--- config.mk ---
export PLATFORM = sky130hd
export DESIGN_NAME = player_move_ctrl
export DESIGN_NICKNAME = d
export VERILOG_FILES = /design/src/rtl/player_move_ctrl.sv
export SDC_FILE = /design/constraint.sdc
export NUM_CORES = 1
export LEC_CHECK = 0
export BUFFER_PORTS_ARGS = -buffer_cell sky130_fd_sc_hd__buf_2
export CAP_MARGIN = 20
export CELL_PAD_IN_SITES_DETAIL_PLACEMENT = 0
export CELL_PAD_IN_SITES_GLOBAL_PLACEMENT = 1
export CORE_UTILIZATION = 47
export CTS_BUF_LIST = sky130_fd_sc_hd__clkbuf_16
export CTS_CLUSTER_SIZE = 8
export DETAILED_ROUTE_END_ITERATION = 7
export GPL_ROUTABILITY_DRIVEN = 1
export GPL_TIMING_DRIVEN = 0
export PLACE_DENSITY_LB_ADDON = 0.1
export SLEW_MARGIN = 20
export SYNTH_ARGS = -nofsm -noshare
export SYNTH_HDL_FRONTEND = slang
export SYNTH_SLANG_ARGS = --single-unit
--- constraint.sdc ---
create_clock -name clk -period 5.4 [get_ports clk]
set_input_delay 0.27 -clock clk [delete_from_list [all_inputs] [get_ports clk]]
set_output_delay 0.27 -clock clk [all_outputs]
set_load 0.02 [all_outputs]
--- src/rtl/player_move_ctrl.sv ---
// Player token sequencer for the dice race board: walks the token tile-by-tile
// along a serpentine path and animates its pixel position once per frame.
module player_move_ctrl #(
   parameter int COLS         = 8,
   parameter int ROWS         = 4,
   parameter int ORIGIN_X     = 40,
   parameter int ORIGIN_Y     = 40,
   parameter int TILE_W       = 64,
   parameter int TILE_H       = 100,
   parameter int SPEED        = 4,
   parameter int DWELL_FRAMES = 8
) (
   input  logic       clk,
   input  logic       reset,
   input  logic       frame_tick,
   input  logic       move_start,
   input  logic [2:0] dice_val,
   input  logic       restart,
   output logic [9:0] player_x,
   output logic [9:0] player_y,
   output logic [4:0] tile_idx,
   output logic       busy,
   output logic       move_done,
   output logic       at_goal
);

   localparam int CW = (COLS > 1) ? $clog2(COLS) : 1;
   localparam int RW = (ROWS > 1) ? $clog2(ROWS) : 1;
   localparam int DW = (DWELL_FRAMES > 1) ? $clog2(DWELL_FRAMES) : 1;

   localparam logic [2:0] IDLE  = 3'd0;
   localparam logic [2:0] LOAD  = 3'd1;
   localparam logic [2:0] MOVE  = 3'd2;
   localparam logic [2:0] DWELL = 3'd3;
   localparam logic [2:0] DONE  = 3'd4;

   localparam logic [9:0]    OX         = 10'(ORIGIN_X);
   localparam logic [9:0]    OY         = 10'(ORIGIN_Y);
   localparam logic [9:0]    TW         = 10'(TILE_W);
   localparam logic [9:0]    TH         = 10'(TILE_H);
   localparam logic [9:0]    SPD        = 10'(SPEED);
   localparam logic [4:0]    GOAL       = 5'(COLS*ROWS - 1);
   localparam logic [CW-1:0] COL_END    = CW'(COLS - 1);
   localparam logic [DW-1:0] DWELL_LAST = DW'(DWELL_FRAMES - 1);

   logic [2:0]    state, state_n;
   logic [2:0]    steps_left, steps_n;
   logic [DW-1:0] dwell_cnt, dwell_n;
   logic [RW-1:0] row, row_n;
   logic [CW-1:0] col, col_n;
   logic          dir, dir_n;   // 0: col increasing, 1: col decreasing
   logic [9:0]    target_x, target_x_n, target_y, target_y_n;
   logic [9:0]    px_n, py_n, step_x, step_y, dist_x, dist_y;
   logic [4:0]    tile_n;
   logic          at_end;

   // One frame of motion toward the target, snapping when closer than SPEED.
   always_comb begin
      dist_x = 10'd0;
      dist_y = 10'd0;
      step_x = player_x;
      step_y = player_y;
      if (target_x >= player_x) begin
         dist_x = target_x - player_x;
         step_x = (dist_x < SPD) ? target_x : player_x + SPD;
      end else begin
         dist_x = player_x - target_x;
         step_x = (dist_x < SPD) ? target_x : player_x - SPD;
      end
      if (target_y >= player_y) begin
         dist_y = target_y - player_y;
         step_y = (dist_y < SPD) ? target_y : player_y + SPD;
      end else begin
         dist_y = player_y - target_y;
         step_y = (dist_y < SPD) ? target_y : player_y - SPD;
      end
   end

   always_comb begin
      state_n    = state;
      steps_n    = steps_left;
      dwell_n    = dwell_cnt;
      row_n      = row;
      col_n      = col;
      dir_n      = dir;
      target_x_n = target_x;
      target_y_n = target_y;
      px_n       = player_x;
      py_n       = player_y;
      tile_n     = tile_idx;
      at_end     = dir ? (col == '0) : (col == COL_END);
      case (state)
         IDLE: begin
            if (restart) begin
               row_n      = '0;
               col_n      = '0;
               dir_n      = 1'b0;
               px_n       = OX;
               py_n       = OY;
               target_x_n = OX;
               target_y_n = OY;
               tile_n     = 5'd0;
            end else if (move_start && dice_val != 3'd0 && dice_val != 3'd7 && !at_goal) begin
               steps_n = dice_val;
               state_n = LOAD;
            end
         end
         LOAD: begin
            // Targets are derived from the current tile, so no multiply is needed.
            if (at_end) begin
               row_n      = row + 1'b1;
               dir_n      = ~dir;
               target_x_n = player_x;
               target_y_n = player_y + TH;
            end else begin
               col_n      = dir ? col - 1'b1 : col + 1'b1;
               target_x_n = dir ? player_x - TW : player_x + TW;
               target_y_n = player_y;
            end
            tile_n  = tile_idx + 5'd1;
            state_n = MOVE;
         end
         MOVE: begin
            if (frame_tick) begin
               px_n = step_x;
               py_n = step_y;
               if (step_x == target_x && step_y == target_y) begin
                  steps_n = steps_left - 3'd1;
                  dwell_n = '0;
                  state_n = DWELL;
               end
            end
         end
         DWELL: begin
            if (frame_tick) begin
               if (dwell_cnt == DWELL_LAST)
                  state_n = (steps_left == 3'd0 || tile_idx == GOAL) ? DONE : LOAD;
               else
                  dwell_n = dwell_cnt + 1'b1;
            end
         end
         DONE:    state_n = IDLE;
         default: state_n = IDLE;
      endcase
   end

   always_ff @(posedge clk or negedge reset) begin
      if (!reset) begin
         state      <= IDLE;
         steps_left <= 3'd0;
         dwell_cnt  <= '0;
         row        <= '0;
         col        <= '0;
         dir        <= 1'b0;
         target_x   <= OX;
         target_y   <= OY;
         player_x   <= OX;
         player_y   <= OY;
         tile_idx   <= 5'd0;
         busy       <= 1'b0;
         move_done  <= 1'b0;
         at_goal    <= 1'b0;
      end else begin
         state      <= state_n;
         steps_left <= steps_n;
         dwell_cnt  <= dwell_n;
         row        <= row_n;
         col        <= col_n;
         dir        <= dir_n;
         target_x   <= target_x_n;
         target_y   <= target_y_n;
         player_x   <= px_n;
         player_y   <= py_n;
         tile_idx   <= tile_n;
         busy       <= (state_n != IDLE);
         move_done  <= (state_n == DONE);
         at_goal    <= (tile_n == GOAL);
      end
   end

endmodule

==> impl_metrics.env, run 1 <==
export IMPL_die_area_um2=13200
export IMPL_place_ws_ns=0.534
export IMPL_crit_buf_inv=4
export IMPL_seqPwrFrac_pct=16.3
export IMPL_vias_per_cell=6.15
export IMPL_ys_seq_area_share_pct=25.6
export IMPL_numCtsBuffers=9
export IMPL_die_y_um=115
export IMPL_cp_max_fo=10
export IMPL_fin_crit_ns=4.91
export IMPL_top_usage_layer="met2"
export IMPL_hpwl_mm=13.5
export IMPL_postSynthNetCount=797
export IMPL_met1_usage_pct=41.8
export IMPL_nNetsFinal=846
export IMPL_synth_edff_count=0
export IMPL_layout_commonest_cell="inv_1"
export IMPL_cp_arrival_ns=5.13
export IMPL_use_met3_pct=6.54
export IMPL_place_port_buffers=35
export IMPL_grt_first_pass_wirelength_mm=29.7
export IMPL_antenna_found_initial=0
export IMPL_pin_count=36
export IMPL_slew_headroom_pct=28.5
export IMPL_p_comb_share_pct=72.1
export IMPL_cts_setup_buffers=0
export IMPL_finClkSkew_ns=0.0102
export IMPL_async_reset_ff_share_pct=100
export IMPL_final_area_um2=6750
export IMPL_cts_hold_buf=1
export IMPL_fin_total_pwr_mw=5.20
export IMPL_post_cts_resize_count=0
export IMPL_crit_chain="clkbuf_1 > clkbuf_1 > inv_1 > ha_1 > clkbuf_1 > nor2_1 > a2111oi_0 > nand3_1 > nor4_1 > a32oi_1 > a32oi_2 > nand3_2 > a221o_1 > a221o_1"
export IMPL_area_growth_pct=12.5
export IMPL_cellLeakagePower_nw=2.90
export IMPL_rsz0062_at_grt="no"
export IMPL_clk_path_buf_depth=2
export IMPL_switchingPower_mw=2.69
export IMPL_synth_warnings=0
export IMPL_syn_avg_cell_area_um2=8.14
export IMPL_cts_clk_slew_worst_paths_ns=0.05
export IMPL_fin_crit_sh_pct=90.9
export IMPL_met2_usage_pct=43.5
export IMPL_p_sw_share_pct=51.7
export IMPL_power_density_nw_per_um2=770
export IMPL_place_gp_congestion=0.880
export IMPL_grt_max_degree=55
export IMPL_drtIter0Drc=433
export IMPL_die_x_um=115
export IMPL_startpoint_type="flop"
export IMPL_layout_common_cells="inv_1, dfrtp_1, xnor2_1"
export IMPL_htree_levels=3
export IMPL_ant_nets=0
export IMPL_fmax_mhz=204
export IMPL_slew_viol_final=0
export IMPL_routedWlPerCell_um=18.6
export IMPL_tns_ns=0
export IMPL_grt_ovfl_total=0
export IMPL_syn_inst=737
export IMPL_cp_common_cell="clkbuf_1"
export IMPL_cts_sinks=61
export IMPL_cpLargestDelayFamily="compound AO/OA/AOI/OAI gates"
export IMPL_num_vias=5893
export IMPL_clock_latency_ns=0.34
export IMPL_drive_above_1_share_pct=11.1
export IMPL_p_int_mw=2.51
export IMPL_syn_area_um2=6000
export IMPL_vdd_drop_max_v=0.000296
export IMPL_slowest_stage="dfstp_2"
export IMPL_num_rows=40
export IMPL_max_cap_viol_count=0
export IMPL_end_kind="flop"
export IMPL_hp_class="input port to flop"
export IMPL_status="complete, no violations"
export IMPL_required_ns=5.62
export IMPL_critical_path_max_stage_delay_ns=0.55
export IMPL_grt_pass1_vias=5712
export IMPL_cts_tree="done"
export IMPL_critical_path_class="flop to flop"
export IMPL_timing_final_ws_setup_ns=0.489
export IMPL_cts_root_buf="clkbuf_16"
export IMPL_num_antenna_cells=0
export IMPL_drc=0
export IMPL_ys_seq_elements=61
export IMPL_tightest_slew_ns=1.07
export IMPL_core_area_um2=12200
export IMPL_clkPwrFrac_pct=11.7
export IMPL_hold_viol=0
export IMPL_setup_violations=0
export IMPL_start_util_pct=49.1
export IMPL_placed_area_um2=6430
export IMPL_synthFlopType="dfrtp_1"
export IMPL_ys_types=75
export IMPL_grt_total_usage_pct=29.2
export IMPL_routed_wl_mm=17.9
export IMPL_drtPass1Iterations=5
==> through the flow <==
| step | instances | util [%] | hold slack, ns |
|---|---|---|---|
| after global placement | 940 | 52.3 | 0.501 |
| after detailed placement | 942 | 52.7 | 0.108 |
| after floorplan | 737 | - | -0.0256 |
| after CTS | 958 | 55.2 | 0.274 |
| after global routing | 958 | 55.2 | 0.289 |
| final | 958 | 55.2 | 0.276 |
==> path summary, 6_finish.rpt <==
check / startpoint / end / cells past startpoint / slack (ns)
worst max-delay path: player_y[5]$_DFFE_PN1P_ / steps_left[1]$_DFFE_PN0P_ / 14 / 0.49
worst min-delay path: dice_val[0] / steps_left[0]$_DFFE_PN0P_ / 3 / 0.28
worst max register to register: player_y[5]$_DFFE_PN1P_ / steps_left[1]$_DFFE_PN0P_ / 14 / 0.49
worst min register to register: steps_left[1]$_DFFE_PN0P_ / steps_left[1]$_DFFE_PN0P_ / 1 / 0.53
max in group asynchronous: reset / player_y[3]$_DFFE_PN1P_ / 3 / 4.56
min in group asynchronous: reset / player_y[6]$_DFFE_PN0P_ / 2 / 0.30
==> sequential cells by signal, summed over array words and instances (netlist names), 3 cells and up <==
name	cells
steps_left	3
player_x	10
tile_idx	5
state	3
player_y	10
target_y	10
col	3
target_x	10
dwell_cnt	3
==> power groups by stage <==
stage	logic [mW]	clock network [mW]	registers [mW]
global placement	3.60	0	0.839
global route	4.15	0.641	0.870
floorplan	2.75	0	0.874
finish	3.74	0.606	0.845
CTS	3.68	0.615	0.842
detailed placement	3.65	0	0.849
==> cell families after synthesis <==
| logic type | count (synthesis) | synth area share (%) |
|---|---|---|
| xor+xnor | 62 | 9.05 |
| buf+inv | 102 | 6.78 |
| flops | 61 | 25.6 |
| mux | 11 | 1.92 |
| simple gates | 213 | 18.4 |
| compound gates | 236 | 27.1 |
| fa+ha+maj | 52 | 11.1 |
==> area by class of cell <==
type	instances	area [µm²]
fillers	1196	5470
multi-input cells	574	4070
flip-flops and latches	61	1540
inverters	63	236
clock buffers	9	225
repair buffers	38	223
well taps	168	210
plain buffers	39	170
clock inverters	6	80.1
==> worst min-delay path: stages <==
cell	delay, ns
buf_2	0.11
nor2_1	0.12
a211oi_1	0.07
==> cells in the mapped netlist (3+ instances only) <==
cell type | number | area share (%)
inv_1 | 60 | 3.8
a211o_1 | 4 | 0.58
nor4_1 | 9 | 0.94
clkbuf_1 | 30 | 1.9
o21ai_0 | 48 | 4.0
nand4_1 | 9 | 0.94
o22ai_1 | 32 | 3.3
o21ba_2 | 3 | 0.50
a21oi_1 | 41 | 3.4
a31oi_1 | 8 | 0.83
nor2b_1 | 9 | 0.94
mux2_2 | 4 | 0.75
a211oi_1 | 9 | 1.1
dfstp_2 | 8 | 3.5
mux2i_1 | 7 | 1.2
nand3_1 | 22 | 1.8
or2_2 | 3 | 0.31
nor4b_1 | 4 | 0.58
dfrtp_1 | 53 | 22
ha_1 | 50 | 10
o41ai_1 | 4 | 0.58
and3_1 | 6 | 0.63
xor2_1 | 11 | 1.6
a22oi_1 | 7 | 0.88
a21o_1 | 5 | 0.63
a2bb2oi_1 | 3 | 0.44
and2_1 | 6 | 0.63
nand2_1 | 50 | 3.1
nor2_1 | 43 | 2.7
o221ai_1 | 4 | 0.58
a221o_1 | 5 | 0.83
nand2b_1 | 8 | 0.83
a22o_1 | 10 | 1.5
nor3_1 | 15 | 1.3
xnor2_1 | 51 | 7.4
clkinv_1 | 3 | 0.19
buf_2 | 7 | 0.58
o31ai_1 | 3 | 0.38
a221oi_1 | 11 | 1.6
o211ai_1 | 8 | 1.0
a32oi_1 | 5 | 0.73
nor3b_1 | 6 | 0.75
or3_1 | 11 | 1.1
==> metal layers <==
metal | wire length, µm | part of all wire (%)
met3 | 1120 | 6.3
met5 | 0 | 0
met1 | 8650 | 48
met4 | 395 | 2.2
met2 | 7690 | 43
Note: power is estimated with default switching activity, not from simulation.
==> inputs of run 2 (changes only) <==
--- a/config.mk
+++ b/config.mk
@@ -5,11 +5,12 @@
 export SDC_FILE = /design/constraint.sdc
 export NUM_CORES = 1
 export LEC_CHECK = 0
+export ABC_AREA = 1
 export BUFFER_PORTS_ARGS = -buffer_cell sky130_fd_sc_hd__buf_2
 export CAP_MARGIN = 20
 export CELL_PAD_IN_SITES_DETAIL_PLACEMENT = 0
 export CELL_PAD_IN_SITES_GLOBAL_PLACEMENT = 1
-export CORE_UTILIZATION = 47
+export CORE_UTILIZATION = 44
 export CTS_BUF_LIST = sky130_fd_sc_hd__clkbuf_16
 export CTS_CLUSTER_SIZE = 8
 export DETAILED_ROUTE_END_ITERATION = 7
==> run 2 against run 1 <==
Power fell by 22%. Clock skew rose by 0.00091 ns. Combinational power fell by 27%. Critical endpoint is now dwell_cnt[2]$_DFFE_PN0P_.
==> impl_metrics.env, run 2 <==
export IMPL_fin_hold_ws_ns=0.290
export IMPL_syn_inst=1113
export IMPL_htree_levels=3
export IMPL_fillers=1579
export IMPL_tns_ns=0
export IMPL_place_gp_congestion=0.890
export IMPL_hpwl_mm=16.5
export IMPL_yosys_top_cells_count="nand2_1, nand3_1, inv_1"
export IMPL_tightest_slew_ns=0.968
export IMPL_cts_root_buf="clkbuf_16"
export IMPL_synth_edff_count=0
export IMPL_fmax_mhz=239
export IMPL_routed_wl_mm=21.2
export IMPL_ys_seq_elements=61
export IMPL_r2r_start="player_x[5]$_DFFE_PN1P_"
export IMPL_timing_final_ws_setup_ns=1.22
export IMPL_cts_clk_slew_worst_paths_ns=0.07
export IMPL_layout_commonest_cell="nand2_1"
export IMPL_cp_common_cell="nand2_1"
export IMPL_end_kind="flop"
export IMPL_async_reset_ff_share_pct=100
export IMPL_rrSetupSlack_ns=1.22
export IMPL_drtPass1Iterations=5
export IMPL_synthFlopType="dfrtp_1"
export IMPL_synth_most_common_cell="nand2_1"
export IMPL_critical_path_class="flop to flop"
export IMPL_critical_path_max_stage_delay_ns=0.61
export IMPL_ys_seq_area_share_pct=22.8
export IMPL_grt_ovfl_total=0
export IMPL_dp_cells=1333
export IMPL_nNetsFinal=1221
export IMPL_grt_max_degree=55
export IMPL_die_x_um=126
export IMPL_num_antenna_cells=0
export IMPL_synth_largest_area_cell="dfrtp_1"
export IMPL_hold_viol=0
export IMPL_final_cells=1350
export IMPL_synth_warnings=0
export IMPL_die_area_um2=15800
export IMPL_numCtsBuffers=9
export IMPL_fin_crit_ns=4.18
export IMPL_clk_path_buf_depth=2
export IMPL_required_ns=5.62
export IMPL_clock_latency_ns=0.34
export IMPL_synth_top_area_share_pct=19.7
export IMPL_antenna_found_initial=0
export IMPL_slowest_stage="dfstp_2"
export IMPL_crit_chain="clkinv_1 > ha_1 > a21oi_1 > nand2_1 > nand2_1 > nand4_1 > nor2_2 > clkbuf_1 > nand3_1 > nand2_1 > nand2_1 > nand2_1 > nand3_1 > nor2_2 > nand3_2 > nand2_4 > nand2_2 > nand2_1 > nand2_1"
export IMPL_ant_nets=0
export IMPL_crit_start="player_x[5]$_DFFE_PN1P_"
export IMPL_slew_headroom_pct=35.3
export IMPL_num_vias=7251
export IMPL_drive_above_1_share_pct=10.0
export IMPL_status="complete, no violations"
export IMPL_num_rows=44
export IMPL_max_cap_viol_count=0
export IMPL_cts_tree="done"
export IMPL_synthTopCellsByArea="dfrtp_1, nand2_1, nand3_1, ha_1, inv_1"
export IMPL_core_area_um2=14800
export IMPL_vdd_drop_max_v=0.000217
export IMPL_hp_class="input port to asynchronous set/reset pin"
export IMPL_start_util_pct=45.7
export IMPL_pin_count=36
export IMPL_place_ws_ns=1.29
export IMPL_power_density_nw_per_um2=538
export IMPL_final_area_um2=7510
export IMPL_fin_crit_sh_pct=77.5
export IMPL_die_y_um=126
export IMPL_utilization_pct=50.9
export IMPL_slew_viol_final=0
export IMPL_startpoint_type="flop"
export IMPL_regArea_um2=1540
export IMPL_cellLeakagePower_nw=4.18
export IMPL_place_port_buffers=35
export IMPL_finClkSkew_ns=0.0111
export IMPL_vias_per_cell=5.37
export IMPL_fin_total_pwr_mw=4.04
export IMPL_routedWlPerCell_um=15.7
export IMPL_area_growth_pct=11.4
export IMPL_ys_types=37
export IMPL_cts_sinks=61
export IMPL_drc=0
export IMPL_cp_max_fo=10
export IMPL_syn_area_um2=6750
export IMPL_rsz0062_at_grt="no"
export IMPL_grt_total_usage_pct=27.6
export IMPL_postSynthNetCount=1173
export IMPL_cp_arrival_ns=4.40
export IMPL_multi_input_area_um2=4410
export IMPL_placed_area_um2=7180
export IMPL_drtIter0Drc=738
export IMPL_grt_pass1_vias=6668
export IMPL_layout_common_cells="nand2_1, nand3_1, inv_1"
export IMPL_syn_avg_cell_area_um2=6.06
export IMPL_grt_first_pass_wirelength_mm=34.6
export IMPL_setup_violations=0
==> run 2: cell types whose count changed in the layout (fill, tap and decap cells not counted), sizes merged, moves of 9 or more <==
cell / previous run / this run
clkbuf: 39 / 21
xor2: 11 / 23
nor2: 43 / 90
o21ai: 49 / 31
nor2b: 9 / 0
nand3: 23 / 194
xnor2: 51 / 3
nand2: 50 / 361
nand4: 9 / 18
inv: 61 / 170
or3: 11 / 0
nor3: 17 / 8
a221oi: 12 / 0
==> run 2: power breakdown <==
group	total, mW	leakage (nW)	switching, mW	internal (mW)
clock network	0.642	0.156	0.235	0.407
registers	0.678	0.681	0.132	0.546
logic	2.72	3.34	1.85	0.878
==> run 2: final cells by class <==
class,count,area share (%)
well taps,184,3.06
repair buffers,37,2.86
multi-input cells,852,58.6
clock buffers,9,3.00
inverters,172,8.59
plain buffers,28,2.08
clock inverters,7,1.32
flip-flops and latches,61,20.4
==> run 2: worst paths after layout <==
check	cells after the start	end
min in group clk	4	state[1]$_DFF_PN0_
max in group asynchronous	3	target_y[5]$_DFFE_PN1P_
setup reg to reg	19	dwell_cnt[2]$_DFFE_PN0P_
hold / removal	2	steps_left[1]$_DFFE_PN0P_
setup / recovery	19	dwell_cnt[2]$_DFFE_PN0P_
hold reg to reg	2	steps_left[1]$_DFFE_PN0P_
==> run 2: cell families after synthesis <==
group | after synthesis | synth area share [%]
flops | 61 | 22.8
fa+ha+maj | 52 | 9.87
compound gates | 102 | 8.61
simple gates | 672 | 43.5
buf+inv | 200 | 11.9
xor+xnor | 26 | 3.38
==> run 2: repair_timing <==
action | CTS | global route
endpoints found under the hold margin | 7 | 0
gates resized for setup | 0 | 0
hold buffers | 1 | 0
buffers inserted | 0 | 0
==> run 2: worst max-delay path, delay by kind of cell, from the launching register on <==
kind | cells | cell delay, ns
and+or+nand+nor | 15 | 1.89
buffers and inverters | 2 | 0.74
DFF | 1 | 0.61
adders and majority gates | 1 | 0.47
AOI/OAI and AO/OA | 1 | 0.36
==> run 2: per-layer routing <==
layer  vias up  routed length (µm)  track usage [%]
met5         -                   0                0
met4         0                 281             6.73
met1      3328               10600             40.8
met2       226                9140             43.1
met3        20                1240             2.85
li1       3677                   -                -
==> inputs of run 3 (changes only) <==
--- a/config.mk
+++ b/config.mk
@@ -10,7 +10,7 @@
 export CAP_MARGIN = 20
 export CELL_PAD_IN_SITES_DETAIL_PLACEMENT = 0
 export CELL_PAD_IN_SITES_GLOBAL_PLACEMENT = 1
-export CORE_UTILIZATION = 44
+export CORE_UTILIZATION = 40
 export CTS_BUF_LIST = sky130_fd_sc_hd__clkbuf_16
 export CTS_CLUSTER_SIZE = 8
 export DETAILED_ROUTE_END_ITERATION = 7
==> constraint.sdc (replaced) <==
create_clock -name clk -period 3.5 [get_ports clk]
set_input_delay 0.175 -clock clk [delete_from_list [all_inputs] [get_ports clk]]
set_output_delay 0.175 -clock clk [all_outputs]
set_load 0.02 [all_outputs]
==> run 3 against run 2 <==
Critical path type unchanged. Register-to-register slack worse by 1.1 ns. Sequential power is 52% higher. Non-clock buffer count is 48 higher. Combinational power is 92% higher. Wire length is 8.8% higher.
==> impl_metrics.env, run 3 (synthesized netlist as in run 2, its figures left out) <==
export IMPL_power_density_nw_per_um2=855
export IMPL_cts_tree="done"
export IMPL_cellLeakagePower_nw=4.46
export IMPL_cts_clk_slew_worst_paths_ns=0.06
export IMPL_die_y_um=132
export IMPL_die_x_um=132
export IMPL_rrSetupSlack_ns=0.16
export IMPL_grt_max_degree=46
export IMPL_ant_nets=0
export IMPL_multi_input_area_um2=4770
export IMPL_fin_hold_ws_ns=0.160
export IMPL_routed_wl_mm=23.1
export IMPL_r2r_end="dwell_cnt[1]$_DFFE_PN0P_"
export IMPL_finClkSkew_ns=0.00746
export IMPL_cts_sinks=61
export IMPL_drtIter0Drc=573
export IMPL_hold_path_end="move_done$_DFF_PN0_"
export IMPL_tightest_slew_ns=1.10
export IMPL_final_area_um2=8390
export IMPL_grt_total_usage_pct=26.4
export IMPL_hold_viol=0
export IMPL_routedWlPerCell_um=16.1
export IMPL_pin_count=36
export IMPL_fin_crit_sh_pct=95.5
export IMPL_num_vias=7405
export IMPL_max_cap_viol_count=0
export IMPL_layout_common_cells="nand2_1, nand3_1, inv_1"
export IMPL_fin_crit_ns=3.34
export IMPL_clock_latency_ns=0.35
export IMPL_cp_max_fo=10
export IMPL_seqPwrFrac_pct=14.3
export IMPL_die_area_um2=17400
export IMPL_p_int_mw=3.32
export IMPL_grt_ovfl_total=0
export IMPL_htree_levels=3
export IMPL_drive_above_1_share_pct=21.7
export IMPL_grt_first_pass_wirelength_mm=35.9
export IMPL_area_growth_pct=24.3
export IMPL_hold_path_cell_count=3
export IMPL_antenna_found_initial=0
export IMPL_fmax_mhz=299
export IMPL_placed_area_um2=7230
export IMPL_nNetsFinal=1269
export IMPL_drtPass1Iterations=6
export IMPL_num_antenna_cells=0
export IMPL_layout_commonest_cell="nand2_1"
export IMPL_switchingPower_mw=3.85
export IMPL_num_rows=47
export IMPL_status="complete, no violations"
export IMPL_core_area_um2=16500
export IMPL_numCtsBuffers=9
export IMPL_startpoint_type="flop"
export IMPL_dp_cells=1369
export IMPL_vdd_drop_max_v=0.000356
export IMPL_required_ns=3.74
export IMPL_clkPwrFrac_pct=12.8
export IMPL_utilization_pct=50.7
export IMPL_place_port_buffers=35
export IMPL_drc=0
export IMPL_start_util_pct=40.8
export IMPL_p_sw_share_pct=53.6
export IMPL_vias_per_cell=5.16
export IMPL_r2r_start="player_y[5]$_DFFE_PN1P_"
export IMPL_critical_path_class="flop to flop"
export IMPL_worstHoldStart="frame_tick"
export IMPL_final_cells=1434
export IMPL_place_gp_congestion=0.881
export IMPL_reg2reg_depth=20
export IMPL_hp_class="input port to flop"
export IMPL_regArea_um2=1550
export IMPL_p_comb_share_pct=72.9
export IMPL_slew_viol_final=0
export IMPL_fillers=1773
export IMPL_hpwl_mm=17.3
export IMPL_slew_headroom_pct=26.1
export IMPL_cp_arrival_ns=3.58
export IMPL_cts_root_buf="clkbuf_16"
export IMPL_setup_violations=0
export IMPL_clk_path_buf_depth=2
export IMPL_end_kind="flop"
export IMPL_grt_pass1_vias=6829
run 3: area by class of cell:
type,count,area share (%)
Buffer,25,2.46
Clock inverter,7,0.880
Sequential cell,61,18.5
Clock buffer,9,2.69
Tap cell,220,3.28
Multi-Input combinational cell,852,56.9
Inverter,172,7.95
Timing Repair Buffer,88,7.34
run 3: power groups by stage:
stage          logic (mW)  registers (mW)  clock network, mW
4_1_cts              4.39            1.05              0.933
5_1_grt              5.78            1.04              0.962
3_3_place_gp         4.16            1.06                  0
3_5_place_dp         4.17            1.06                  0
2_1_floorplan        3.00            1.13                  0
6_report             5.23            1.03              0.917
run 3: stage by stage:
step / power [mW] / worst slack [ns] / setup TNS [ns]
after floorplan: 4.14 / 0.339 / 0
after global placement: 5.22 / -0.633 / -4.58
after detailed placement: 5.23 / -0.629 / -4.55
after CTS: 6.38 / 0.00179 / 0
after global routing: 7.79 / -0.0172 / -0.0226
final: 7.17 / 0.158 / 0
run 3: metal layers:
layer	wire length (µm)	track usage [%]
met1	11500	38.3
met5	0	0
met3	946	3.54
met4	446	8.72
met2	10200	40.3
run 3: worst max path at each step:
stage / from / cells after the start / end / slack (ns)
2_1_floorplan: player_x[6]$_DFFE_PN0P_ / 24 / dwell_cnt[0]$_DFFE_PN0P_ / 0.34
3_3_place_gp: player_x[5]$_DFFE_PN1P_ / 19 / dwell_cnt[1]$_DFFE_PN0P_ / -0.63
3_5_place_dp: player_x[5]$_DFFE_PN1P_ / 19 / dwell_cnt[2]$_DFFE_PN0P_ / -0.63
4_1_cts: player_x[8]$_DFFE_PN0P_ / 23 / dwell_cnt[2]$_DFFE_PN0P_ / 0.002
5_1_grt: player_y[3]$_DFFE_PN1P_ / 25 / dwell_cnt[1]$_DFFE_PN0P_ / -0.02
6_report: player_y[5]$_DFFE_PN1P_ / 20 / dwell_cnt[1]$_DFFE_PN0P_ / 0.16
run 3: what timing repair did:
item	in CTS	in global routing
resized for setup	34	112
hold buffers	1	0
gates cloned	0	3
endpoints found under the setup margin	8	8
buffers inserted	10	38
hold endpoints to repair	16	0
pin swaps	3	28
run 3: critical path: stages, from the launching register on:
cell        delay (ns)
dfstp_2           0.57
clkinvlp_4        0.13
ha_4              0.34
nand2_4           0.08
nor2_2            0.21
nand4_1           0.16
nor2_1            0.20
nor2_4            0.06
inv_2             0.08
buf_2             0.29
nand3_1           0.14
nand3_1           0.10
nand2_1           0.10
nor2_1            0.11
nand2_1           0.09
nor2_4            0.11
nand3_2           0.13
nand2_4           0.13
nand2_2           0.07
nand2_1           0.07
nand2_1           0.05
